### src/rtl/picomips_pkg.sv
// Shared types for the picoMIPS sequencer: state encoding, opcode map, flag index.
package picomips_pkg;

    typedef enum logic [2:0] {
        FETCH  = 3'd0,
        DECODE = 3'd1,
        EXEC   = 3'd2,
        MULW   = 3'd3,
        INW    = 3'd4,
        WB     = 3'd5
    } seq_state_t;

    typedef logic [2:0] opcode_t;

    // Opcode map mirrors IR[15:13]; codes 6 and 7 are unimplemented.
    localparam opcode_t OP_NOP  = 3'd0;
    localparam opcode_t OP_ADD  = 3'd1;
    localparam opcode_t OP_MULI = 3'd2;
    localparam opcode_t OP_BEQ  = 3'd3;
    localparam opcode_t OP_BNE  = 3'd4;
    localparam opcode_t OP_LWD  = 3'd5;

    localparam int Z_BIT = 0;

endpackage

### src/rtl/picomips_seq_timer.sv
// MULW wait counter: cleared on multiply launch, counts idle wait cycles, flags the last allowed one.
module picomips_seq_timer #(
    parameter int MAX_WAIT = 16
) (
    input  logic i_clk,
    input  logic i_reset,
    input  logic i_clr,
    input  logic i_en,
    output logic o_expired
);
    localparam int W = (MAX_WAIT > 1) ? $clog2(MAX_WAIT) : 1;

    logic [W-1:0] r_count;

    assign o_expired = (r_count == W'(MAX_WAIT - 1));

    // Wait counter; saturates at the expiry value.
    always_ff @(posedge i_clk) begin
        if (i_reset) begin
            r_count <= '0;
        end else if (i_clr) begin
            r_count <= '0;
        end else if (i_en && !o_expired) begin
            r_count <= r_count + {{(W-1){1'b0}}, 1'b1};
        end else begin
            r_count <= r_count;
        end
    end

endmodule

### src/rtl/picomips_seq_ctrl.sv
// picoMIPS multi-cycle sequencer (FETCH/DECODE/EXEC/MULW/INW/WB) emitting per-phase enables.
// Optional retired-instruction counter enabled by macro PICOMIPS_SEQ_PERF_EN.
module picomips_seq_ctrl
    import picomips_pkg::*;
#(
    parameter int MUL_MAX_WAIT = 16,
    parameter int CNT_W        = 16
) (
    input  logic             i_clk,
    input  logic             i_reset,
    input  logic             i_hold,
    input  logic [2:0]       i_opcode,
    input  logic [1:0]       i_flags,
    input  logic             i_mul_done,
    input  logic             i_in_valid,
    output logic             o_ir_en,
    output logic             o_pc_en,
    output logic             o_pc_rel,
    output logic             o_rf_we,
    output logic             o_mul_start,
    output logic             o_in_ack,
    output logic             o_err_illegal,
    output logic             o_err_timeout,
    output logic [CNT_W-1:0] o_instr_count
);
    seq_state_t r_state;
    seq_state_t w_next;
    opcode_t    r_opcode;
    logic       r_err_illegal;
    logic       r_err_timeout;

    logic w_ir_en, w_pc_en, w_pc_rel, w_rf_we, w_mul_start, w_in_ack;
    logic w_set_illegal, w_set_timeout;
    logic w_active;
    logic w_expired;
    logic w_unused;

    // Only the Z flag steers branches.
    assign w_unused = ^{i_flags[1]};
    assign w_active = !i_hold && !i_reset;

    picomips_seq_timer #(.MAX_WAIT(MUL_MAX_WAIT)) u_timer (
        .i_clk     (i_clk),
        .i_reset   (i_reset),
        .i_clr     (w_active && (r_state == EXEC)),
        .i_en      (w_active && (r_state == MULW) && !i_mul_done),
        .o_expired (w_expired)
    );

    // State register, opcode latch and sticky error bits; hold freezes everything.
    always_ff @(posedge i_clk) begin
        if (i_reset) begin
            r_state       <= FETCH;
            r_opcode      <= OP_NOP;
            r_err_illegal <= 1'b0;
            r_err_timeout <= 1'b0;
        end else if (!i_hold) begin
            r_state       <= w_next;
            r_opcode      <= (r_state == DECODE) ? i_opcode : r_opcode;
            r_err_illegal <= r_err_illegal | w_set_illegal;
            r_err_timeout <= r_err_timeout | w_set_timeout;
        end else begin
            r_state       <= r_state;
            r_opcode      <= r_opcode;
            r_err_illegal <= r_err_illegal;
            r_err_timeout <= r_err_timeout;
        end
    end

    // Next-state and per-phase strobe decode.
    always_comb begin
        w_next        = r_state;
        w_ir_en       = 1'b0;
        w_pc_en       = 1'b0;
        w_pc_rel      = 1'b0;
        w_rf_we       = 1'b0;
        w_mul_start   = 1'b0;
        w_in_ack      = 1'b0;
        w_set_illegal = 1'b0;
        w_set_timeout = 1'b0;
        case (r_state)
            FETCH: begin
                w_ir_en = 1'b1;
                w_next  = DECODE;
            end
            DECODE: w_next = EXEC;
            EXEC: begin
                case (r_opcode)
                    OP_NOP: begin
                        w_pc_en = 1'b1;
                        w_next  = FETCH;
                    end
                    OP_BEQ: begin
                        w_pc_en  = 1'b1;
                        w_pc_rel = i_flags[Z_BIT];
                        w_next   = FETCH;
                    end
                    OP_BNE: begin
                        w_pc_en  = 1'b1;
                        w_pc_rel = !i_flags[Z_BIT];
                        w_next   = FETCH;
                    end
                    OP_ADD:  w_next = WB;
                    OP_MULI: begin
                        w_mul_start = 1'b1;
                        w_next      = MULW;
                    end
                    OP_LWD:  w_next = INW;
                    default: begin
                        w_set_illegal = 1'b1;
                        w_pc_en       = 1'b1;
                        w_next        = FETCH;
                    end
                endcase
            end
            MULW: begin
                if (i_mul_done) begin
                    w_next = WB;
                end else if (w_expired) begin
                    // Abort still retires the instruction, without a register write.
                    w_set_timeout = 1'b1;
                    w_pc_en       = 1'b1;
                    w_next        = FETCH;
                end else begin
                    w_next = MULW;
                end
            end
            INW: begin
                if (i_in_valid) begin
                    w_next = WB;
                end else begin
                    w_next = INW;
                end
            end
            WB: begin
                w_rf_we  = 1'b1;
                w_pc_en  = 1'b1;
                w_in_ack = (r_opcode == OP_LWD);
                w_next   = FETCH;
            end
            default: w_next = FETCH;
        endcase
    end

    assign o_ir_en       = w_ir_en     & w_active;
    assign o_pc_en       = w_pc_en     & w_active;
    assign o_pc_rel      = w_pc_rel    & w_active;
    assign o_rf_we       = w_rf_we     & w_active;
    assign o_mul_start   = w_mul_start & w_active;
    assign o_in_ack      = w_in_ack    & w_active;
    assign o_err_illegal = r_err_illegal;
    assign o_err_timeout = r_err_timeout;

`ifdef PICOMIPS_SEQ_PERF_EN
    logic [CNT_W-1:0] r_instr_count;

    // Retired-instruction counter; wraps naturally.
    always_ff @(posedge i_clk) begin
        if (i_reset) begin
            r_instr_count <= '0;
        end else if (o_pc_en) begin
            r_instr_count <= r_instr_count + {{(CNT_W-1){1'b0}}, 1'b1};
        end else begin
            r_instr_count <= r_instr_count;
        end
    end

    assign o_instr_count = r_instr_count;
`else
    assign o_instr_count = '0;
`endif

endmodule

### config.mk
export PLATFORM = sky130hd
export DESIGN_NAME = picomips_seq_ctrl
export DESIGN_NICKNAME = d
export VERILOG_FILES = /design/src/rtl/picomips_pkg.sv /design/src/rtl/picomips_seq_timer.sv /design/src/rtl/picomips_seq_ctrl.sv
export SDC_FILE = /design/constraint.sdc
export NUM_CORES = 1
export LEC_CHECK = 0
export ABC_CLOCK_PERIOD_IN_PS = 2900
export CELL_PAD_IN_SITES_DETAIL_PLACEMENT = 1
export CELL_PAD_IN_SITES_GLOBAL_PLACEMENT = 1
export CORE_UTILIZATION = 34
export CTS_BUF_LIST = sky130_fd_sc_hd__clkbuf_8
export CTS_CLUSTER_DIAMETER = 50
export CTS_CLUSTER_SIZE = 10
export DETAILED_ROUTE_END_ITERATION = 8
export PLACE_DENSITY = 0.83
export SYNTH_ARGS = -nofsm -noshare
export SYNTH_HDL_FRONTEND = slang
export SYNTH_SLANG_ARGS = --single-unit
### constraint.sdc
create_clock -name i_clk -period 2.9 [get_ports i_clk]
set_clock_uncertainty 0.15 [all_clocks]
set_input_delay 0.435 -clock i_clk [delete_from_list [all_inputs] [get_ports i_clk]]
set_output_delay 0.435 -clock i_clk [all_outputs]
set_load 0.005 [all_outputs]
Yosys cells after proc, flatten, opt, wreduce, memory -nomap -nowiden
Index checks and enable logic that the tools add are counted.
- reduce and logical (&&, ||, !) cells: 16
- bitwise logic cells: 9
- equality and inequality tests: 11
- $add $sub $neg: 1
- mux-type cells: 19
- operators by type and width (kind ; count):
    3-bit one-hot mux with 5 select lines ; 1
    1-bit 2-to-1 mux ; 13
    3-bit by 2-bit == test with 1-bit output (second input constant) ; 4
    3-bit == test (second input constant) ; 4
    3-bit one-hot mux with 3 select lines ; 1
    1-bit bitwise AND ; 6
    3-bit by 1-bit == test with 1-bit output (second input constant) ; 2
    3-bit logical NOT ; 2
    6-bit OR reduction ; 1
    1-bit logical AND ; 5
    1-bit logical NOT ; 5
    4-bit by 1-bit adder with 4-bit output (second input constant) ; 1
    4-bit == test (second input constant) ; 1
    3-bit 2-to-1 mux ; 1
    1-bit one-hot mux with 3 select lines ; 1
    3-bit OR reduction ; 1
    2-bit 2-to-1 mux ; 1
    1-bit OR ; 2
    1-bit one-hot mux with 2 select lines ; 1
    2-bit AND reduction ; 1
    2-bit OR reduction ; 1
    1-bit inverter ; 1
- bits in registers: 12
- word-level logic and storage cells: 61

Depth between registers and ports, before layout
- depth after elaboration: 5
- gate-level depth with buffers: 5

Hierarchy
From an unflattened synthesis, not the netlist that was laid out.
- cells, all modules: 108
- area, all modules: 937.1 µm²
- modules (own cells, without submodules) (module ; sequential area each (µm²) ; area an instance (µm²) ; cells each ; instances):
    picomips_seq_ctrl ; 160.2 ; 725.7 ; 86 ; 1
    picomips_seq_timer ; 80.1 ; 211.5 ; 22 ; 1

Least setup slack after synthesis
Ideal clock, no wire load.
- path type: input port to output port
- start: in i_hold
- end: out o_pc_en
- path slack: 0.877 ns
- data required time: 2.315 ns
- arrival time: 1.438 ns
- path buffers: 1
- cell stages on the path: 4
- path through: buf_2 nor4b_1 or2b_1 o211ai_1
- longest elaborated chain between the ends: 3
- RTL lines (what ; line ; RTL):
    from (decl) ; picomips_seq_ctrl.sv:11 ; input logic i_hold,
    1-bit logical NOT ; - ;
    1-bit logical AND ; picomips_seq_ctrl.sv:40 ; assign w_active = !i_hold && !i_reset;
    1-bit bitwise AND ; picomips_seq_ctrl.sv:146 ; assign o_pc_en = w_pc_en & w_active;
    to (decl) ; picomips_seq_ctrl.sv:17 ; output logic o_pc_en,
Every way passes these cells.

Worst setup path after layout
- start: in i_hold
- end: out o_in_ack
- longest elaborated chain between the ends: 3
- RTL lines (what ; line ; RTL):
    1-bit logical NOT ; - ;
    1-bit logical AND ; picomips_seq_ctrl.sv:40 ;
    1-bit bitwise AND ; picomips_seq_ctrl.sv:150 ; assign o_in_ack = w_in_ack & w_active;
    to (decl) ; picomips_seq_ctrl.sv:21 ; output logic o_in_ack,
Every way passes these cells.

==> results.sh <==
export IMPL_status="finished, final reports clean"
export IMPL_place_area_um2=1050
export IMPL_setup_viol=0
export IMPL_intPower_w=0.0003216
export IMPL_clkTransAtPathRegs_ns=0.05
export IMPL_worstHoldStart="o_err_illegal"
export IMPL_dp_slack_ns=-0.05498
export IMPL_avgViaCountPerCell=5.051
export IMPL_drt_pass1_iter_count=4
export IMPL_grt_pass1_vias=734
export IMPL_cts_htree_levels=1
export IMPL_ant_nets=0
export IMPL_powerDensity_nw_per_um2=377.5
export IMPL_cap_viol_max_count=0
export IMPL_max_clock_path_buffers=2
export IMPL_crit_fanout=5
export IMPL_yosysSeqAreaShare_pct=27.71
export IMPL_rsz0062_at_grt="false"
export IMPL_path_buf_inv=3
export IMPL_drc=0
export IMPL_grt_pass1_wl_um=3422
export IMPL_slew_headroom_pct=66.44
export IMPL_clkLatencyLatePin_ns=0.25
export IMPL_cts_setup_buffers=0
export IMPL_maxSlewViolCount=0
export IMPL_vias=793
export IMPL_hp_class="reg -> reg"
export IMPL_io_pin_count=34
export IMPL_insertedDiodeCount=0
export IMPL_pwr_share_seq_pct=41.2
export IMPL_final_cell_mix="conb_1 (16), clkdlybuf4s50_1 (14), nor2_1 (12), dfxtp_1 (12), buf_4 (10)"
export IMPL_syn_area_per_cell_um2=8.258
export IMPL_pwr_share_clk_pct=44.1
export IMPL_whs_ns=0.3374
export IMPL_coreArea_um2=2297
export IMPL_fmax_mhz=353.4
export IMPL_drive_gt1_share_pct=20.16
export IMPL_final_common_cell="conb_1"
export IMPL_track_usage_pct=17.59
export IMPL_rr_startpoint="u_timer.r_count[0]"
export IMPL_postRouteWirelength_um=2124
export IMPL_syn_area_um2=867.1
export IMPL_numPortBuffers=16
export IMPL_post_route_util_pct=49.29
export IMPL_crit_type="in -> out"
export IMPL_dp_cells=153
export IMPL_ys_seq_elements=12
export IMPL_ys_warn_count=0
export IMPL_first_iter_violations=14
export IMPL_overflow=0
export IMPL_cts_root_buf="clkbuf_8"
export IMPL_dp_hpwl_um=1559
export IMPL_worst_pin_slew_ns=0.5020
export IMPL_fin_area_um2=1132
export IMPL_netSwitchingFraction_pct=24.76
export IMPL_min_period_over_period_pct=97.57
export IMPL_antenna_found_initial=0
export IMPL_ff2ff_path_depth=5
export IMPL_wl_per_cell_um=13.53
export IMPL_cp_cell_sequence="clkdlybuf4s50_1 -> buf_4 -> nor4b_4 -> nand2_1 -> and4bb_2 -> clkdlybuf4s50_1"
export IMPL_dieArea_um2=2756
export IMPL_p_comb_share_pct=14.7
export IMPL_reg2reg_to="u_timer.r_count[3]"
export IMPL_hold_path_depth=2
export IMPL_min_period_ns=2.830
export IMPL_critical_path_arrival_ns=2.24
export IMPL_fill_cells=292
export IMPL_ir_worst_vdd_mv=0.2713
export IMPL_setup_slack_ns=0.07044
export IMPL_cp_slowest_cell="clkdlybuf4s50_1"
export IMPL_die_h_um=52.50
export IMPL_worst_ep_required_time_ns=2.32
export IMPL_crit_family="buffers and inverters"
export IMPL_grt_max_degree=13
export IMPL_syn_instance_count=105
export IMPL_clkSinkCount=12
export IMPL_syn_to_final_growth_pct=30.59
export IMPL_power_switching_w=0.0001059
export IMPL_cts_buffers=3
export IMPL_cpPeakStageDelay_ns=0.50
export IMPL_hold_end="o_err_illegal"
export IMPL_die_w_um=52.50
export IMPL_initial_utilization_pct=37.75
export IMPL_place_gp_congestion=0.7560
export IMPL_cp_common_cell="clkdlybuf4s50_1"
export IMPL_hold_violations=0
export IMPL_cellLeakagePower_nw=0.4663
export IMPL_nets=141
export IMPL_setup_worst_path_start_class="primary input"
export IMPL_critPathCaptureType="output port"
export IMPL_rows=17
export IMPL_worst_r2r_setup_slack_ns=0.99
export IMPL_cts_hold_buffers=0
export IMPL_synth_distinct_cells=38
export IMPL_cts_tree="built"
export IMPL_instances_no_fill=157
## cells by family (layout without fill, tap and decap cells)
family / Yosys count / in the layout / synth area share [%]
buffers and inverters: 24 / 33 / 17.89
adders and majority gates: 1 / 1 / 1.443
xor gates and xnor gates: 2 / 2 / 2.021
muxes: 5 / 5 / 5.916
and+or+nand+nor: 43 / 43 / 32.32
other: 1 / 16 / 0.4325
AOI/OAI and AO/OA: 17 / 17 / 12.27
DFF: 12 / 12 / 27.71
## power by group through the flow
stage	Sequential [W]	Combinational, W	Clock, W
floorplan	0.000175	0.0000531	0
global placement	0.000179	0.0000578	0
detailed placement	0.000179	0.0000600	0
CTS	0.000176	0.0000613	0.000193
global route	0.000177	0.0000690	0.000199
finish	0.000176	0.0000628	0.000189
## registers in the layout (all words and copies together), names as in the netlist
name / cells
o_err_timeout: 1
u_timer.r_count: 4
o_err_illegal: 1
r_state: 3
r_opcode: 3
## final cells by class
| class | count | area, um^2 | share of cell area, % |
|---|---|---|---|
| well taps | 28 | 35.03 | 3.094 |
| clock buffers | 4 | 55.05 | 4.862 |
| flip-flops and latches | 12 | 240.2 | 21.22 |
| repair buffers | 26 | 236.5 | 20.88 |
| inverters | 3 | 11.26 | 0.9945 |
| multi-input cells | 84 | 554.3 | 48.95 |
## repair_timing
| action | 4_1_cts | 5_1_grt |
|---|---|---|
| endpoints found under the hold margin | 0 | 0 |
| setup endpoints to repair | 3 | 2 |
| cloned | 0 | 0 |
| pin swaps | 0 | 3 |
| resized for setup | 4 | 2 |
## per-layer routing
metal	vias up	wire length (um)	global-route usage, %
li1	380	-	-
met1	382	940	21.89
met2	26	1028	28.69
met3	5	112	2.899
met4	0	42	9.211
met5	-	0	0
## Yosys cell counts (all sizes together)
library cell | count | area share (%)
o211ai | 1 | 0.87
and2 | 1 | 0.72
or2b | 1 | 0.87
nor2 | 12 | 5.2
xor2 | 1 | 1.0
nand3 | 1 | 0.58
and4bb | 1 | 1.4
mux2 | 1 | 1.3
a211oi | 1 | 1.4
a31oi | 1 | 0.72
mux2i | 4 | 4.6
nand4 | 1 | 0.72
or2 | 2 | 1.4
or3b | 1 | 1.0
nor3 | 2 | 1.2
conb | 1 | 0.43
nand2b | 3 | 2.2
a41o | 1 | 1.2
xnor2 | 1 | 1.0
inv | 3 | 1.3
nor4b | 6 | 9.2
ha | 1 | 1.4
nand4b | 1 | 1.0
o21ai | 4 | 2.3
nand2 | 6 | 2.6
nor2b | 2 | 1.4
buf | 21 | 17
nor3b | 1 | 0.87
dfxtp | 12 | 28
and3 | 1 | 0.72
o22ai | 1 | 0.72
or4b | 1 | 1.2
a21oi | 7 | 4.0
a32oi | 1 | 1.0
## tightest hold or removal path, cell delays in order (launching register included)
cell and delay, ns:
dfxtp_1 0.34, a31oi_1 0.05, nor2_1 0.07
## stage by stage
stage                     setup TNS (ns)  total power, W
after floorplan                        0       0.0002282
after global placement                 0       0.0002366
after detailed placement        -0.05498       0.0002391
after CTS                              0       0.0004300
after global routing                   0       0.0004455
final                                  0       0.0004275
## how the worst max path moves through the flow
stage               startpoint  endpoint  slack (ns)  cells past startpoint
floorplan               i_hold   o_pc_en        0.88                      4
global placement        i_hold   o_pc_en        0.01                      6
detailed placement      i_hold   o_pc_en       -0.05                      6
CTS                     i_hold  o_pc_rel        0.02                      6
global route            i_hold  o_in_ack       0.006                      6
finish                  i_hold  o_in_ack        0.07                      6
No activity file was read; power rests on OpenSTA's default activity.
==> edit, RTL diff (config.mk and constraints unchanged) <==
Re-encode `seq_state_t` (6 states) as one-hot, 6 bits wide.
--- a/src/rtl/picomips_pkg.sv
+++ b/src/rtl/picomips_pkg.sv
@@ -1,13 +1,13 @@
 // Shared types for the picoMIPS sequencer: state encoding, opcode map, flag index.
 package picomips_pkg;
 
-    typedef enum logic [2:0] {
-        FETCH  = 3'd0,
-        DECODE = 3'd1,
-        EXEC   = 3'd2,
-        MULW   = 3'd3,
-        INW    = 3'd4,
-        WB     = 3'd5
+    typedef enum logic [5:0] {
+        FETCH  = 6'b000001,
+        DECODE = 6'b000010,
+        EXEC   = 6'b000100,
+        MULW   = 6'b001000,
+        INW    = 6'b010000,
+        WB     = 6'b100000
     } seq_state_t;
 
     typedef logic [2:0] opcode_t;
Behaviour: no difference found for any inputs over 10 cycles, from zero or initial values and one cycle with i_reset high; not proved beyond that.
==> edit against the original RTL <==
  * Die area grew 6.8%
  * Core utilization shrank 4.1 points
  * Worst setup slack gained 110 ps
  * Routed wire length grew 17%
  * Critical path depth shrank 2
  * Area after synthesis grew 7.1%
  * Cell count grew 4.5%
  * Via count grew 9.5%
  * Maximum frequency grew 3.9%
  * Sequential cell count grew 3
  * Total power grew 2.3%
  * Design area grew 0.77%
  * Largest cell class unchanged
  * Highest routed layer unchanged
==> edit: results (changes against the original RTL) <==
stage,metric,value,unit,change
cts,cts_resized,0,,-4
pwr,clock_power_share,0.380,,-0.061
timing,holdWs,329,ps,-8.81 ps
place,placed_area,1090,µm²,+3.7%
place,gp_congestion,0.866,,+15%
pwr,power,438,µW,+2.3%
global_routing,grt.total_usage,0.186,,+0.0106
finish,top_regs,"r_state (6), u_timer.r_count (4), r_opcode (3)",,
setup_path,required,2320,ps,about the same
synthesis,seq_area_frac_synth,0.323,,+0.0464
pwr,switching_power,108,µW,+2.1%
synthesis,ys_types,37,,-2.6%
global_routing,grt_pass1_wl,3.79,mm,+11%
setup_path,r2r_setup_slack,1160,ps,+170 ps
synthesis,synth_common_cells,"buf_4, nor2_1, dfxtp_1",,
routing,viasPerCell,5.29,,+4.8%
setup_path,rr_endpoint,u_timer.r_count[1],,
finish,nets,146,,+3.5%
setup_path,path_max_fanout,7,,+2
global_routing,grt_pass1_vias,812,,+11%
finish,nFillCells,319,,+9.2%
synthesis,ys_top_cells_by_area,"dfxtp_1, buf_4, nor2_1",,
routing,drt-initial-drc-count,9,,-5
run_status,status,"complete, no violations",,
synthesis,synth.yosys.warnings,0,,unchanged
routing,vias,868,,+9.5%
place,hpwl,1.88,mm,+21%
routing,totalWireLength,2.48,mm,+17%
pwr,power.share.combinational,0.124,,-0.023
global_routing,grt_start_max_net_pins,9,,-4
place,placedCellCount,160,,+4.6%
pwr,vdd_drop_max,0.000267,V,-1.7%
place,pre_cts_ws,23.6,ps,+78.5 ps
synthesis,syn_inst,112,,+6.7%
finish,layout-drive-gt1-share,0.0821,,-0.119
pwr,cellLeakagePower,0.514,nW,+10%
==> edit: cell types whose count changed after synthesis, sizes merged, moves of 3 or more <==
cell,delta
dfxtp,+3
nor2,+4
buf,-5
nand3,+4
o21ai,-3
and3,+3
nor4b,-6
a21oi,-3
==> edit: worst max-delay path by stage <==
| stage | startpoint | endpoint | slack, ps | cells after the start |
|---|---|---|---|---|
| 2_1_floorplan | r_state[0] | o_pc_en | 980 | 4 |
| 3_3_place_gp | i_mul_done | o_pc_en | 60 | 6 |
| 3_5_place_dp | i_mul_done | o_pc_en | 20 | 6 |
| 4_1_cts | i_mul_done | o_pc_en | 2 | 6 |
| 5_1_grt | i_hold | o_in_ack | 60 | 5 |
| 6_report | i_hold | o_ir_en | 180 | 4 |
==> edit: layout make-up <==
cell class              count  area [µm²]  share of cell area
flip-flops and latches     15         300               0.263
inverters                   4        15.0              0.0132
clock buffers               3        41.3              0.0362
clock inverters             1        3.75             0.00329
repair buffers             20         193               0.169
well taps                  30        37.5              0.0329
multi-input cells          91         551               0.482
==> edit: cells by family after synthesis <==
family	Yosys count	share of synthesized area
other	1	0.00404
XOR/XNOR	3	0.0283
flip-flops	15	0.323
AO/OA/AOI/OAI	19	0.151
buffers and inverters	21	0.150
AND/OR/NAND/NOR	48	0.287
multiplexers	4	0.0431
adder cells (fa/ha/maj)	1	0.0135
==> edit: layer usage <==
layer	vias up	global-route usage	wire length [µm]
met5	-	0	0
met4	0	0.107	55
met3	4	0.0444	72
met2	20	0.321	1320
met1	426	0.207	1040
li1	418	-	-
==> edit: worst max-delay path, stage by stage <==
cell and delay, ps:
clkdlybuf4s50_1 570, or3_1 450, nor2_1 160, clkdlybuf4s50_1 520
